--- src/rtl/seq_adder.sv ---
// Multi-cycle adder/subtractor: DIGIT bits per clock through a ripple chain
// with a registered carry, wrapped in a start/busy/done handshake.
module seq_adder #(
  parameter int WIDTH = 8,
  parameter int DIGIT = 1
) (
  input  logic             clk,
  input  logic             rst_n,
  input  logic             start,
  input  logic             sub,
  input  logic [WIDTH-1:0] a,
  input  logic [WIDTH-1:0] b,
  output logic             busy,
  output logic             done,
  output logic [WIDTH-1:0] sum,
  output logic             cout,
  output logic             ovf
);

  // state | meaning
  // IDLE  | waiting for start; results from the last op held
  // RUN   | one DIGIT-wide slice of the operands per clock
  // DONE  | single-cycle done pulse, results valid
  localparam logic [1:0] IDLE = 2'd0;
  localparam logic [1:0] RUN  = 2'd1;
  localparam logic [1:0] DONE = 2'd2;

  localparam int N  = WIDTH / DIGIT;
  localparam int CW = $clog2(N) + 1;
  localparam logic [CW-1:0] LAST = CW'(N - 1);

  logic [1:0]       state;
  logic [WIDTH-1:0] a_reg, b_reg;
  logic             carry;
  logic [CW-1:0]    cnt;

  logic [DIGIT:0]   c;
  logic [DIGIT-1:0] dsum;
  logic [WIDTH-1:0] a_shift, b_shift, sum_next;

  always_comb begin
    c    = '0;
    dsum = '0;
    c[0] = carry;
    for (int i = 0; i < DIGIT; i++) begin
      dsum[i]  = a_reg[i] ^ b_reg[i] ^ c[i];
      c[i+1]   = (a_reg[i] & b_reg[i]) | (c[i] & (a_reg[i] ^ b_reg[i]));
    end
  end

  // A full-width digit consumes the operands in one step, so nothing shifts down.
  if (DIGIT == WIDTH) begin : g_full
    assign a_shift  = '0;
    assign b_shift  = '0;
    assign sum_next = dsum;
  end else begin : g_part
    assign a_shift  = {{DIGIT{1'b0}}, a_reg[WIDTH-1:DIGIT]};
    assign b_shift  = {{DIGIT{1'b0}}, b_reg[WIDTH-1:DIGIT]};
    assign sum_next = {dsum, sum[WIDTH-1:DIGIT]};
  end

  always_ff @(posedge clk) begin
    if (!rst_n) begin
      state <= IDLE;
      a_reg <= '0;
      b_reg <= '0;
      carry <= 1'b0;
      cnt   <= '0;
      busy  <= 1'b0;
      done  <= 1'b0;
      sum   <= '0;
      cout  <= 1'b0;
      ovf   <= 1'b0;
    end else begin
      case (state)
        IDLE: begin
          done <= 1'b0;
          if (start) begin
            a_reg <= a;
            b_reg <= sub ? ~b : b;
            carry <= sub;
            cnt   <= '0;
            busy  <= 1'b1;
            state <= RUN;
          end
        end
        RUN: begin
          a_reg <= a_shift;
          b_reg <= b_shift;
          carry <= c[DIGIT];
          sum   <= sum_next;
          cnt   <= cnt + CW'(1);
          if (cnt == LAST) begin
            cout  <= c[DIGIT];
            ovf   <= c[DIGIT-1] ^ c[DIGIT];
            busy  <= 1'b0;
            done  <= 1'b1;
            state <= DONE;
          end
        end
        DONE: begin
          done  <= 1'b0;
          state <= IDLE;
        end
        default: begin
          busy  <= 1'b0;
          done  <= 1'b0;
          state <= IDLE;
        end
      endcase
    end
  end

endmodule

--- config.mk ---
export PLATFORM = sky130hd
export DESIGN_NAME = seq_adder
export DESIGN_NICKNAME = d
export VERILOG_FILES = /design/src/rtl/seq_adder.sv
export SDC_FILE = /design/constraint.sdc
export NUM_CORES = 1
export LEC_CHECK = 0
export CORE_ASPECT_RATIO = 1.1
export CORE_MARGIN = 2
export CORE_UTILIZATION = 25
export DETAILED_ROUTE_END_ITERATION = 6
export HOLD_SLACK_MARGIN = 0.1
export SYNTH_ARGS = -nofsm -noshare
export SYNTH_HDL_FRONTEND = slang
export SYNTH_SLANG_ARGS = --single-unit
--- constraint.sdc ---
create_clock -name clk -period 1.3 [get_ports clk]
set_input_delay 0.325 -clock clk [delete_from_list [all_inputs] [get_ports clk]]
set_output_delay 0.325 -clock clk [all_outputs]
set_load 0.02 [all_outputs]
==> qor.txt <==
=====================================================================================================
Outcome ................................................................................ complete, no violations
Area enclosed by the die boundary ......................................................     6963 um2
Total Routing Usage GR .................................................................       11.21%
Row count ..............................................................................           30
Fin crit share .........................................................................       97.83%
Initial core utilization ...............................................................       25.63%
Remaining Overflow, GRT ................................................................            0
Critical Path Sink Type ................................................................   output pin
Die width ..............................................................................     79.75 um
Crit path cell chain ................................................................... clkdlybuf4s15_1
Simple-gate share of the synthesized area ..............................................       16.97%
Family with the most delay on the worst path ...........................................   flip-flops
Inst Count DP ..........................................................................          293
Post-Synth XOR/XNOR Area ...............................................................       4.996%
Detail-routed net length per standard cell .............................................     12.13 um
Number of pins with negative max-slew slack in the final report ........................            0
Vias in the first global route .........................................................         1364
Setup TNS ..............................................................................         0 ps
Path class of the lowest-slack min-delay path ..........................................      reg2reg
Total Power ............................................................................     2.386 mW
Lkg Pwr ................................................................................    0.8059 nW
Global placement routability congestion ................................................       0.7282
Core area ..............................................................................     6156 um2
DIE HEIGHT .............................................................................     87.32 um
Insertion delay to the later sink of the worst-skew pair ...............................       280 ps
Final HPWL DP ..........................................................................      2615 um
Data arrival time of the worst path ....................................................       950 ps
Library cell with the largest summed area after synthesis .............................. sky130_fd_sc_hd__dfxtp_1
DRC ....................................................................................            0
RSZ-0062 raised after global routing ...................................................        false
EDFF count, synth ......................................................................            0
Ratio of cells with drive above 1 in the final layout ..................................       19.91%
Delay of the slowest critical-path stage ...............................................       350 ps
Crit path buf inv count ................................................................            1
Pin count of the biggest net entering global routing ...................................           21
Post-route design area .................................................................     2140 um2
Critical Path Source Type ..............................................................     register
Worst max-slew margin expressed relative to the limit ..................................       82.15%
Number of port buffers .................................................................           31
Crit-path slowest cell ................................................................. sky130_fd_sc_hd__dfxtp_1
Area share of the largest cell type after synthesis ....................................       44.41%
Count of antenna diodes in the layout ..................................................            0
Depth of the CTS H-tree ................................................................            2
Clock slew at reported path FFs ........................................................        70 ps
Number of standard cells after synthesis ...............................................          176
Clock root buffer ...................................................................... sky130_fd_sc_hd__clkbuf_8
FILL cells .............................................................................          661
Setup slack of the worst register-to-register path .....................................        80 ps
Worst setup skew after layout ..........................................................     1.752 ps
Area of the mapped netlist .............................................................     1578 um2
Setup violators final ..................................................................            0
Sequential share of the synthesized area ...............................................       44.41%
Clock buffers created by TritonCTS .....................................................            5
Max Root-Sink Buffers ..................................................................            2
Worst-case vdd ir drop .................................................................    0.4756 mV
Slew at the pin closest to its max-slew limit ..........................................     267.4 ps
Post-DR vias/cell ......................................................................        4.671
Power Density ..........................................................................  1115 nW/um2
Global-route wire length before repair .................................................      6134 um
Count leader, synth .................................................................... sky130_fd_sc_hd__dfxtp_1
Post-detailed-route count of antenna-violating nets ....................................            0
Number of failing hold endpoints at the final stage ....................................            0
Register bit count reported by yosys ...................................................           35
Average cell area after synthesis ......................................................    8.965 um2
Commonest cells post-synth ............................................................. 35 x sky130_fd_sc_hd__dfxtp_1, 23 x sky130_fd_sc_hd__nand2_1, 18 x sky130_fd_sc_hd__a21oi_1
Top post-synthesis cells by area ....................................................... sky130_fd_sc_hd__dfxtp_1 44%, sky130_fd_sc_hd__a21oi_1 5.7%, sky130_fd_sc_hd__nand2_1 5.5%
Finished Layout Cells ..................................................................          301
Area after DPL .........................................................................     2076 um2
Maximum clock frequency ................................................................    786.3 MHz
TritonRoute pass-1 iters ...............................................................            4
Worst Path Required ....................................................................       980 ps
Multiplexer share of the synthesized area ..............................................           0%
DRT iter0 DRCs .........................................................................           72
Number of max-cap violations ...........................................................            0
Initial antenna violation count ........................................................            0
Routed WL ..............................................................................      3650 um
Post-synthesis share of cell area spent on full adders, half adders and majority gates .       2.062%
I/O pin cnt ............................................................................           32
Fraction of registers with async set/reset .............................................           0%
Combinational family with the most area after synthesis ................................ compound AO/OA/AOI/OAI gates
Most used DFF post-synth ............................................................... sky130_fd_sc_hd__dfxtp_1
CP max FO ..............................................................................            2
Fin crit period ........................................................................      1272 ps
Type of the setup path with the least slack ............................................      reg2out
Via total after detailed routing .......................................................         1406
Synthesized netlist net count ..........................................................          198
Synth unique cells .....................................................................           42
Total Nets Final .......................................................................          242
Clock tree from TritonCTS ..............................................................         done
Fraction of the mapped netlist area in compound gates ..................................       25.06%
Layout overhead on the synthesized area ................................................       35.61%
Count of synthesis-stage warnings from yosys ...........................................            0
TritonCTS Sinks ........................................................................           35
=====================================================================================================
==> cell families (layout without fill, tap and decap cells) <==
logic type	after synthesis	in the layout
DFF	35	35
and+or+nand+nor	53	53
AOI/OAI and AO/OA	59	59
adders and majority gates	2	2
xor gates and xnor gates	9	9
buffers and inverters	18	63
==> power by group <==
group	leakage, nW	switching (mW)	internal (mW)
clock network	0.0515	0.375	0.483
registers	0.287	0.0337	1.13
logic	0.468	0.172	0.193
total	0.806	0.581	1.80
==> cell type report <==
type / instances / area (um2) / area share, %
Inverter: 4 / 15.01 / 0.7018
Multi-Input combinational cell: 123 / 778.2 / 36.37
Tap cell: 80 / 100.1 / 4.678
Sequential cell: 35 / 701.9 / 32.81
Timing Repair Buffer: 51 / 444.2 / 20.76
Clock buffer: 8 / 100.1 / 4.678
==> per-layer routing <==
metal | vias up | routed length [um] | global-route usage (%)
li1 | 713 | - | -
met1 | 657 | 1639 | 12.98
met2 | 30 | 1796 | 19.17
met3 | 6 | 142 | 3.008
met4 | 0 | 72 | 5.239
met5 | - | 0 | 0
==> stage by stage <==
step / worst slack, ps / util (%) / hold slack (ps)
after floorplan: 115.0 / - / 453.8
after global placement: -268.3 / 33.72 / 443.9
after detailed placement: -317.3 / 33.72 / 452.5
after CTS: 0.05695 / 35.22 / 461.4
after global routing: 7.169 / 34.76 / 485.6
final: 28.24 / 34.76 / 453.1
==> final timing paths <==
check	startpoint	cells past startpoint	endpoint
max	busy	1	busy
min	cout	2	cout
max reg2reg	state[0]	4	b_reg[5]
min reg2reg	cout	2	cout
==> cells in the final DEF (no fill, tap or decap), types with 2 or more instances in the layout <==
cell,instances
sky130_fd_sc_hd__nor2_1,8
sky130_fd_sc_hd__o22ai_1,5
sky130_fd_sc_hd__inv_1,4
sky130_fd_sc_hd__clkbuf_2,8
sky130_fd_sc_hd__dfxtp_1,34
sky130_fd_sc_hd__o21ai_0,11
sky130_fd_sc_hd__o221ai_1,5
sky130_fd_sc_hd__nor2b_1,2
sky130_fd_sc_hd__nand2_1,23
sky130_fd_sc_hd__buf_12,2
sky130_fd_sc_hd__clkbuf_8,7
sky130_fd_sc_hd__clkdlybuf4s15_1,4
sky130_fd_sc_hd__nand3_1,7
sky130_fd_sc_hd__xnor2_1,8
sky130_fd_sc_hd__a211oi_1,2
sky130_fd_sc_hd__buf_4,18
sky130_fd_sc_hd__o2bb2ai_1,5
sky130_fd_sc_hd__a21oi_1,18
sky130_fd_sc_hd__clkdlybuf4s50_1,18
sky130_fd_sc_hd__a22oi_1,5
==> repair_timing <==
action | in CTS | in global routing
endpoints found under the setup margin | 14 | 17
gates resized for setup | 20 | 16
hold buffers | 0 | 0
buffers inserted | 0 | 0
No activity file was read; power rests on OpenSTA's default activity.
